### src/rtl/lsu_pkg.sv
// Shared types and constants for the MEM-stage load/store controller.
package lsu_pkg;

    // Controller states: waiting for an access, request outstanding, result held for MEM/WB.
    typedef enum logic [1:0] {
        LSU_IDLE = 2'd0,
        LSU_REQ  = 2'd1,
        LSU_DONE = 2'd2
    } lsu_state_e;

    // RV32I funct3 encodings for loads/stores.
    localparam logic [2:0] F3_B  = 3'b000;
    localparam logic [2:0] F3_H  = 3'b001;
    localparam logic [2:0] F3_W  = 3'b010;
    localparam logic [2:0] F3_BU = 3'b100;
    localparam logic [2:0] F3_HU = 3'b101;

    typedef enum logic [1:0] {
        SZ_BYTE = 2'd0,
        SZ_HALF = 2'd1,
        SZ_WORD = 2'd2
    } lsu_size_e;

    // Access width from funct3; unused encodings fall back to word.
    function automatic lsu_size_e size_of(input logic [2:0] funct3);
        case (funct3)
            F3_B, F3_BU: return SZ_BYTE;
            F3_H, F3_HU: return SZ_HALF;
            default:     return SZ_WORD;
        endcase
    endfunction

endpackage

### src/rtl/lsu_align.sv
// Byte-lane steering for the LSU: alignment check, store mask/data replication,
// and right-alignment of the returned read word. Purely combinational.
module lsu_align
    import lsu_pkg::*;
(
    input  logic [2:0]  funct3,
    input  logic [1:0]  acc_off,     // offset of the access being presented
    input  logic [31:0] rs2,
    input  logic [1:0]  rd_off,      // offset latched for the outstanding load
    input  logic [31:0] rdata,
    output logic        misaligned,
    output logic [3:0]  st_bmask,
    output logic [31:0] st_wdata,
    output logic [31:0] ld_data
);

    // Size-dependent mask, replicated store data and alignment fault.
    always_comb begin
        // NOTE: every output gets a default before the case so no path can leave one unassigned (no latch).
        misaligned = 1'b0;
        st_bmask   = 4'b1111;
        st_wdata   = rs2;
        case (size_of(funct3))
            SZ_BYTE: begin
                st_bmask = 4'b0001 << acc_off;
                st_wdata = {4{rs2[7:0]}};
            end
            SZ_HALF: begin
                misaligned = acc_off[0];
                st_bmask   = 4'b0011 << acc_off;
                st_wdata   = {2{rs2[15:0]}};
            end
            default: begin
                misaligned = (acc_off != 2'b00);
            end
        endcase
    end

    // Shift the addressed byte down to bit 0; extension happens in WB.
    assign ld_data = rdata >> {rd_off, 3'b000};

endmodule

### src/rtl/mem_lsu_ctrl.sv
// MEM-stage load/store controller: one outstanding req/ack access on the data
// port, pipeline stall while it is in flight, timeout to bus error, and
// right-aligned load data held for the MEM/WB register.
module mem_lsu_ctrl
    import lsu_pkg::*;
#(
    parameter int unsigned TIMEOUT_CYC = 16
) (
    input  logic        i_clk,
    input  logic        i_rst,
    input  logic [31:0] i_addr_MEM,
    input  logic [31:0] i_store_data_MEM,
    input  logic [2:0]  i_funct3_MEM,
    input  logic        i_mem_rden_MEM,
    input  logic        i_mem_wren_MEM,
    input  logic        i_stall_MEM,
    output logic        o_dmem_req,
    output logic        o_dmem_we,
    output logic [31:0] o_dmem_addr,
    output logic [31:0] o_dmem_wdata,
    output logic [3:0]  o_dmem_bmask,
    input  logic        i_dmem_ack,
    input  logic [31:0] i_dmem_rdata,
    output logic [31:0] o_lsu_data,
    output logic        o_stall_req,
    output logic        o_misaligned,
    output logic        o_bus_err
);

    localparam logic [7:0] TMO_LAST = 8'(TIMEOUT_CYC - 1);

    lsu_state_e  state;
    logic [7:0]  tmo_cnt;
    logic [1:0]  off_q;

    logic        mem_acc;
    logic        mis_raw;
    logic        access;
    logic [3:0]  st_bmask;
    logic [31:0] st_wdata;
    logic [31:0] ld_data;

    lsu_align u_align (
        .funct3     (i_funct3_MEM),
        .acc_off    (i_addr_MEM[1:0]),
        .rs2        (i_store_data_MEM),
        .rd_off     (off_q),
        .rdata      (i_dmem_rdata),
        .misaligned (mis_raw),
        .st_bmask   (st_bmask),
        .st_wdata   (st_wdata),
        .ld_data    (ld_data)
    );

    assign mem_acc      = i_mem_rden_MEM | i_mem_wren_MEM;
    assign access       = mem_acc & ~mis_raw;
    assign o_misaligned = (state == LSU_IDLE) & mem_acc & mis_raw;
    assign o_stall_req  = ((state == LSU_IDLE) & access) | (state == LSU_REQ);

    // Access FSM with timeout counter and all registered data-port/result outputs.
    always_ff @(posedge i_clk or negedge i_rst) begin
        if (!i_rst) begin
            // NOTE: state is updated with non-blocking assignments so every register samples pre-edge values.
            state        <= LSU_IDLE;
            tmo_cnt      <= 8'd0;
            off_q        <= 2'd0;
            o_dmem_req   <= 1'b0;
            o_dmem_we    <= 1'b0;
            o_dmem_addr  <= 32'd0;
            o_dmem_wdata <= 32'd0;
            o_dmem_bmask <= 4'd0;
            o_lsu_data   <= 32'd0;
            o_bus_err    <= 1'b0;
        end else begin
            case (state)
                LSU_IDLE: begin
                    if (access) begin
                        state        <= LSU_REQ;
                        tmo_cnt      <= 8'd0;
                        off_q        <= i_addr_MEM[1:0];
                        o_dmem_req   <= 1'b1;
                        o_dmem_we    <= i_mem_wren_MEM;
                        o_dmem_addr  <= {i_addr_MEM[31:2], 2'b00};
                        o_dmem_wdata <= st_wdata;
                        o_dmem_bmask <= i_mem_wren_MEM ? st_bmask : 4'b1111;
                    end
                end
                LSU_REQ: begin
                    // Ack takes priority over a timeout expiring in the same cycle.
                    if (i_dmem_ack) begin
                        state      <= LSU_DONE;
                        o_dmem_req <= 1'b0;
                        o_lsu_data <= o_dmem_we ? 32'd0 : ld_data;
                        o_bus_err  <= 1'b0;
                    end else if (tmo_cnt == TMO_LAST) begin
                        state      <= LSU_DONE;
                        o_dmem_req <= 1'b0;
                        o_lsu_data <= 32'd0;
                        o_bus_err  <= 1'b1;
                    end else begin
                        tmo_cnt <= tmo_cnt + 8'd1;
                    end
                end
                LSU_DONE: begin
                    // Result stays put until MEM/WB is free to take it.
                    if (!i_stall_MEM) begin
                        state      <= LSU_IDLE;
                        o_lsu_data <= 32'd0;
                        o_bus_err  <= 1'b0;
                    end
                end
                default: state <= LSU_IDLE;
            endcase
        end
    end

endmodule
### config.mk
export PLATFORM = sky130hd
export DESIGN_NAME = mem_lsu_ctrl
export DESIGN_NICKNAME = d
export VERILOG_FILES = /design/src/rtl/lsu_pkg.sv /design/src/rtl/lsu_align.sv /design/src/rtl/mem_lsu_ctrl.sv
export SDC_FILE = /design/constraint.sdc
export NUM_CORES = 1
export LEC_CHECK = 0
export ABC_AREA = 1
export BUFFER_PORTS_ARGS = -buffer_cell sky130_fd_sc_hd__buf_2
export CORE_MARGIN = 5
export CORE_UTILIZATION = 45
export CTS_CLUSTER_DIAMETER = 80
export DETAILED_ROUTE_END_ITERATION = 10
export GPL_TIMING_DRIVEN = 0
export PLACE_DENSITY_LB_ADDON = 0.15
export SYNTH_ARGS = -nofsm -noshare
export SYNTH_HDL_FRONTEND = slang
export SYNTH_SLANG_ARGS = --single-unit
### constraint.sdc
create_clock -name i_clk -period 2.4 [get_ports i_clk]
set_input_delay 0.12 -clock i_clk [delete_from_list [all_inputs] [get_ports i_clk]]
set_output_delay 0.12 -clock i_clk [all_outputs]
set_load 0.005 [all_outputs]
==> results of run 1 <==
## worst min path at each step
stage / startpoint / endpoint / depth (start not counted)
2_1_floorplan: i_rst / o_bus_err / 0
3_3_place_gp: i_addr_MEM[16] / o_dmem_addr[16] / 3
3_5_place_dp: i_rst / o_lsu_data[7] / 1
4_1_cts: i_store_data_MEM[31] / o_dmem_wdata[31] / 3
5_1_grt: i_store_data_MEM[7] / o_dmem_wdata[7] / 3
6_report: i_store_data_MEM[25] / o_dmem_wdata[25] / 3
## worst max-delay path, stage by stage (launching register included)
cell and delay (ns):
dfrtp_1 0.36, inv_1 0.08, nand2_1 0.10, nor2_1 0.17
nand3_2 0.19, buf_2 0.26, nand2_1 0.08, buf_2 0.11
## cell usage in the layout (no fill, tap or decap)
cell,instances
o21ai_4,1
nand2_2,3
a21oi_1,29
buf_2,226
xnor2_1,1
inv_2,1
buf_16,1
o21ai_0,33
conb_1,2
dfrtp_1,113
nand3_1,55
buf_1,1
nand2_1,379
nand3_2,1
clkinvlp_4,1
nor2_4,1
nor3b_1,1
bufinv_16,1
ha_1,1
nand3b_1,8
buf_4,11
nor2_1,56
clkinv_1,1
o21bai_1,1
clkbuf_1,12
dlygate4sd3_1,36
o21ai_1,1
inv_1,25
clkbuf_8,5
nor3_1,1
o21a_1,1
buf_6,4
clkbuf_16,17
clkinv_2,3
## flip-flops by register name, summed over array words and instances (netlist names)
| register | count |
|---|---|
| o_lsu_data | 32 |
| o_bus_err | 1 |
| o_dmem_addr | 30 |
| o_dmem_we | 1 |
| tmo_cnt | 8 |
| o_dmem_wdata | 32 |
| o_dmem_bmask | 4 |
| off_q | 2 |
| o_dmem_req | 1 |
| state | 2 |
## timing repair
item | CTS | global route
hold buffers | 36 | 0
gates resized for setup | 0 | 0
endpoints found under the hold margin | 70 | 0
## stage by stage
| stage | util [%] | area (um2) | hold slack [ns] |
|---|---|---|---|
| 2_1_floorplan | - | 5584 | -0.1756 |
| 3_3_place_gp | 56.59 | 6825 | 0.3138 |
| 3_5_place_dp | 56.87 | 6859 | 0.04147 |
| 4_1_cts | 64.48 | 7777 | 0.0002416 |
| 5_1_grt | 64.48 | 7777 | 0.01311 |
| 6_report | 64.48 | 7777 | 0.01389 |
## power by group
| group | internal, mW | switching, mW | total [mW] |
|---|---|---|---|
| combinational | 1.46 | 2.27 | 3.73 |
| clock | 1.54 | 0.826 | 2.37 |
| sequential | 2.71 | 0.444 | 3.15 |
## logic make-up after synthesis
logic type | count (synthesis) | synth area share, %
buffers and inverters | 72 | 6.457
adder cells (fa/ha/maj) | 1 | 0.2242
other | 1 | 0.06720
flip-flops | 113 | 50.67
AO/OA/AOI/OAI | 66 | 6.211
XOR/XNOR | 1 | 0.1570
AND/OR/NAND/NOR | 505 | 36.21
## cell type report
cell class / instances / area (um2)
Clock inverter: 5 / 52.55
Tap cell: 168 / 210.2
Clock buffer: 25 / 505.5
Multi-Input combinational cell: 575 / 2396
Buffer: 45 / 259.0
Timing Repair Buffer: 243 / 1425
Sequential cell: 113 / 2828
Inverter: 27 / 101.3
Fill cell: 1110 / 4284
## routing by layer
metal	wire length (um)	part of all wire (%)
met4	461	2.5
met1	7462	41
met2	8962	49
met5	0	0
met3	1425	7.8
==> metrics.txt, run 1 <==
worst setup path start=state[1]; met3 usage=7.413%; CP required=2.28 ns; Setup WS post-layout=0.5258 ns; Clock Path Buffers=2; MaxCap Viol Count=0; Tightest Pin Transition=0.5505 ns; GR Util met2=43.01%; DRT Pass-1 Iters=5; top cells by area, synth=dfrtp_1, nand2_1, nand3_1; Pwr Density=1189 nW/um2; #FFs+latches synth=113; Main synth FF type=dfrtp_1; Slew Viols, Final=0; Ports=210; Initial Utilization=46.27%; mean area per synthesized cell=7.352 um2; TritonCTS clock tree=built; Area Growth Syn to Fin=39.37%; port buffer count=206; final period utilization=78.09%; Synth warnings=0; Reg2Reg Launch Point=tmo_cnt[0]; CTS H-tree depth=4; post-layout min period=1.874 ns; vias in the first global route=6,014; setup_tns=0 ns; post-synthesis sequential area ratio=50.67%; FMAX=0.5336 GHz; row cnt=40; critical path data arrival time=1.75 ns; initial DRC count=435; layout cell share with drive strength beyond 1=26.72%; Final setup viols=0; Post-layout nets=1,128; Slew Limit Headroom=63.16%; Hold Vio Cnt, Final=0; R2R Setup Slk=0.60 ns; area of the mapped netlist=5580 um2; CP endpoint=o_stall_req; gr ovfl total=0; worst vdd ir=610.0 uV; RSZ-0062 raised after global routing=no; largest net degree at the start of global routing=79; Netlist cell types=27; Die Y=121.4 um; via count=5,871; Non-Filler Instances=1,201; critical path class=register to primary output; Inst Count DP=1,135; ys async rst share=100.0%; leading cell types by count after synthesis=nand2_1, dfrtp_1, nor2_1, nand3_1, o21ai_0; Min-Delay Path Class=primary input to register; via-per-instance ratio=4.888; outcome=finished, final reports clean; count leader, synth=nand2_1; met1 usage=31.19%; setup bufs post-CTS=0; Gate Count Post-Synth=759; Leak=4.437 nW; Num CTS Buffers=17; CTS sink count=113; GP Congestion=0.9674; CP startpoint kind=register; Yosys top cell by area=dfrtp_1; reg2reg path depth=9; Clock Skews=0.008987 ns; Clock Tree Root=clkbuf_16; Final ANT Viol Nets=0; initial antenna violation count=0; die area=14,730 um2; worst-path fanout max=10; Post-Place Worst Slack=0.6142 ns; CTS clk-pin slew, worst paths=0.05 ns; first-pass GRT wire length=29,510 um; # diodes=0; Die X=121.4 um; worst r2r dst=o_lsu_data[20]; Yosys top cell area share=50.67%; area of the core=12,060 um2; Worst-Skew Late Latency=0.42 ns; Tot Pwr=9.246 mW; Wirelength per Cell=15.25 um; DRC viols=0; layer with the highest usage=met2; final wirelength=18,310 um; Total GRT Usage=25.69%; CP Capture Type=primary output; Post-synth EDFFs=0; Post-DP HPWL=13,300 um
No activity file was read; power rests on OpenSTA's default activity.
==> run 2: changes to the inputs <==
Settings changed: ABC_AREA 1 to 0.
Clock period 2.4 ns to 1.78 ns, I/O delays scaled along.
==> metrics.txt, run 2 <==
final wirelength=17,210 um (-6.0%); Min-Delay Path Class=primary input to register; most common cell after layout, fill and taps aside=buf_2; Initial Utilization=45.39% (-0.88 points); vias in the first global route=5,508 (-8.4%); Gate Count Post-Synth=551 (-27%); crit path cell chain=nor4_4 -> a21oi_4 -> o22ai_4 -> buf_12 -> buf_4 -> mux2_2; Post-layout nets=968 (-14%); Wirelength per Cell=16.84 um (+10%); critical path class=register to register; die area=14,310 um2 (-2.9%); outcome=finished with violations; Final setup viols=25 (+25); Final ANT Viol Nets=0 (unchanged); CP startpoint kind=register; RSZ-0062 raised after global routing=yes; Yosys top cell by area=dfrtp_1; count leader, synth=nand2_1; worst vdd ir=706.4 uV (+16%); CP Capture Type=register; sequential share of power=32.2% (-1.9 points); failing checks=setup timing; CTS sink count=113 (unchanged); Clock Tree Root=clkbuf_16; ys async rst share=100.0% (unchanged); gr ovfl total=0 (unchanged); Die X=119.6 um (-1.4%); first-pass GRT wire length=27,210 um (-7.8%); critical path data arrival time=2.11 ns (+0.36 ns); Die Y=119.6 um (-1.4%); Largest stage delay, worst path=0.42 ns (+0.06 ns); Worst Hold Slack=0.007313 ns (-0.006579 ns); DRC viols=0 (unchanged); Post-Place Worst Slack=-0.1234 ns (-0.7377 ns); via count=5,338 (-9.1%); largest net degree at the start of global routing=74 (-6.3%); net switching fraction of the power=34.34% (-3.9 points); delay-heaviest family, CP=flip-flops; Pwr Density=1618 nW/um2 (+36%); row cnt=40 (unchanged); CTS H-tree depth=4 (unchanged); Area Growth Syn to Fin=53.02%; top cells by area, synth=dfrtp_1, nand2_1, mux2i_1; #FFs+latches synth=113 (unchanged); Main synth FF type=dfrtp_1; FMAX=0.5488 GHz; layout cell share with drive strength beyond 1=36.84% (+10 points); Post-synth EDFFs=0 (unchanged); TritonCTS clock tree=built; leading cell types by count after synthesis=nand2_1, dfrtp_1, mux2i_1, o21ai_0, nor2_1; internal power=8.791 mW (+54%); final instance area=8273 um2 (+6.4%); top flop regs=o_dmem_wdata x32, o_lsu_data x32, o_dmem_addr x30; Num CTS Buffers=17 (unchanged); post-layout min period=1.822 ns; combinational power share=40.9% (+0.6 points); final period utilization=102.4%; switching pwr=4.597 mW (+30%); Leak=4.306 nW (-3.0%); post-synthesis sequential area ratio=52.30% (+1.6 points); crit path buf inv count=2 (-1); Clock Path Buffers=2 (unchanged); Netlist cell types=38 (+41%); Synth warnings=0 (unchanged); mean area per synthesized cell=9.812 um2 (+33%); number of fill cells=926 (-17%); Hold Vio Cnt, Final=0 (unchanged); Tot Pwr=13.39 mW (+45%); worst-path fanout max=6 (-4); most frequent cells in the layout=buf_2, nand2_1, dfrtp_1; port buffer count=205 (-0.49%); area of the core=11,910 um2 (-1.2%); CTS clk-pin slew, worst paths=0.05 ns (about the same); via-per-instance ratio=5.223 (+6.8%); MaxCap Viol Count=0 (unchanged); Tightest Pin Transition=0.6961 ns (+0.1456 ns); DRT Pass-1 Iters=5 (unchanged); Ports=210 (unchanged); Yosys top cell area share=52.30% (+1.6 points); initial DRC count=384 (-12%); Post-DP HPWL=11,410 um (-14%); Setup WS post-layout=-0.04222 ns (-0.5681 ns); Clk pwr share=26.8% (+1.2 points); Total GRT Usage=24.03% (-1.7 points); Worst-Skew Late Latency=0.41 ns (about the same); Slew Limit Headroom=53.59% (-9.6 points); area of the mapped netlist=5406 um2 (-3.1%); Slowest-stage cell, CP=dfrtp_2; initial antenna violation count=2 (+2); Clock Skews=0.006212 ns (-0.002775 ns); CP required=2.07 ns (-0.21 ns); final core occ=69.45% (+5.0 points); GP Congestion=0.8552 (-12%); placed cell areas=6650 um2 (-3.0%); Slew Viols, Final=0 (unchanged)
run 2: cell types whose count changed after synthesis, sizes merged, moves of 8 or more:
cell | before | now
mux2 | 0 | 25
clkbuf | 9 | 18
nor2b | 0 | 10
a211oi | 0 | 16
inv | 26 | 11
nand3b | 8 | 0
nand2 | 382 | 171
a21oi | 29 | 14
buf | 36 | 20
nor2 | 57 | 21
nand3 | 56 | 5
mux2i | 0 | 48
run 2: worst register-to-register path, cell delays in order, from the launching register on:
cell	delay (ns)
dfrtp_2	0.42
nor4_4	0.37
a21oi_4	0.11
o22ai_4	0.18
buf_12	0.16
buf_4	0.13
mux2_2	0.33
run 2: timing repair:
action / CTS / global route
endpoints found under the setup margin: 32 / 61
endpoints found under the hold margin: 104 / 0
setup buffers: 10 / 8
hold buffers: 65 / 0
pin swaps: 4 / 7
gates cloned: 2 / 0
gates resized for setup: 27 / 23
run 2: through the flow:
step                      setup TNS, ns  instances
final                           -0.5836       1022
after global routing             -1.819       1022
after CTS                       -0.3949       1013
after detailed placement         -2.813        905
after global placement           -80.10        904
after floorplan                       0        552
run 2: area by class of cell:
cell class | count | area (um2) | area share [%]
sequential | 113 | 2829 | 34.20
multi-input combinational | 390 | 2456 | 29.69
timing repair buffer | 291 | 1893 | 22.88
clock buffer | 21 | 470.5 | 5.687
buffer | 38 | 239.0 | 2.889
tap | 147 | 183.9 | 2.223
clock inverter | 10 | 157.7 | 1.906
inverter | 11 | 41.29 | 0.4991
antenna | 1 | 2.502 | 0.03025
run 2: power groups by stage:
stage	clock (mW)	sequential [mW]	combinational [mW]
2_1_floorplan	0	4.39	2.54
3_5_place_dp	0	4.32	4.75
4_1_cts	3.62	4.31	5.25
3_3_place_gp	0	4.28	4.62
5_1_grt	3.75	4.44	6.02
6_report	3.59	4.32	5.48
run 2: layer usage:
| metal | GRT usage [%] | share of wire [%] |
|---|---|---|
| met4 | 9.664 | 3.0 |
| met2 | 39.51 | 48 |
| met5 | 0 | 0.076 |
| met1 | 29.59 | 42 |
| met3 | 7.352 | 7.2 |
run 2: worst paths after layout:
| kind | from | to | slack (ns) | cells after the start |
|---|---|---|---|---|
| worst min register to register | o_dmem_bmask[2] | o_dmem_bmask[2] | 0.47 | 2 |
| worst max register to register | tmo_cnt[4] | o_lsu_data[1] | -0.04 | 6 |
| min in group asynchronous | i_rst | o_dmem_wdata[15] | 0.21 | 2 |
| worst max-delay path | tmo_cnt[4] | o_lsu_data[1] | -0.04 | 6 |
| worst min-delay path | i_store_data_MEM[28] | o_dmem_wdata[28] | 0.007 | 3 |
| max in group asynchronous | i_rst | o_lsu_data[0] | 0.82 | 3 |
run 2: cell families after synthesis:
kind of cell	Yosys count	share of synthesized area, %
other	1	0.06936
multiplexers	73	14.09
adder cells (fa/ha/maj)	1	0.2314
buffers and inverters	49	4.420
AND/OR/NAND/NOR	231	18.42
AO/OA/AOI/OAI	83	10.46
flip-flops	113	52.30
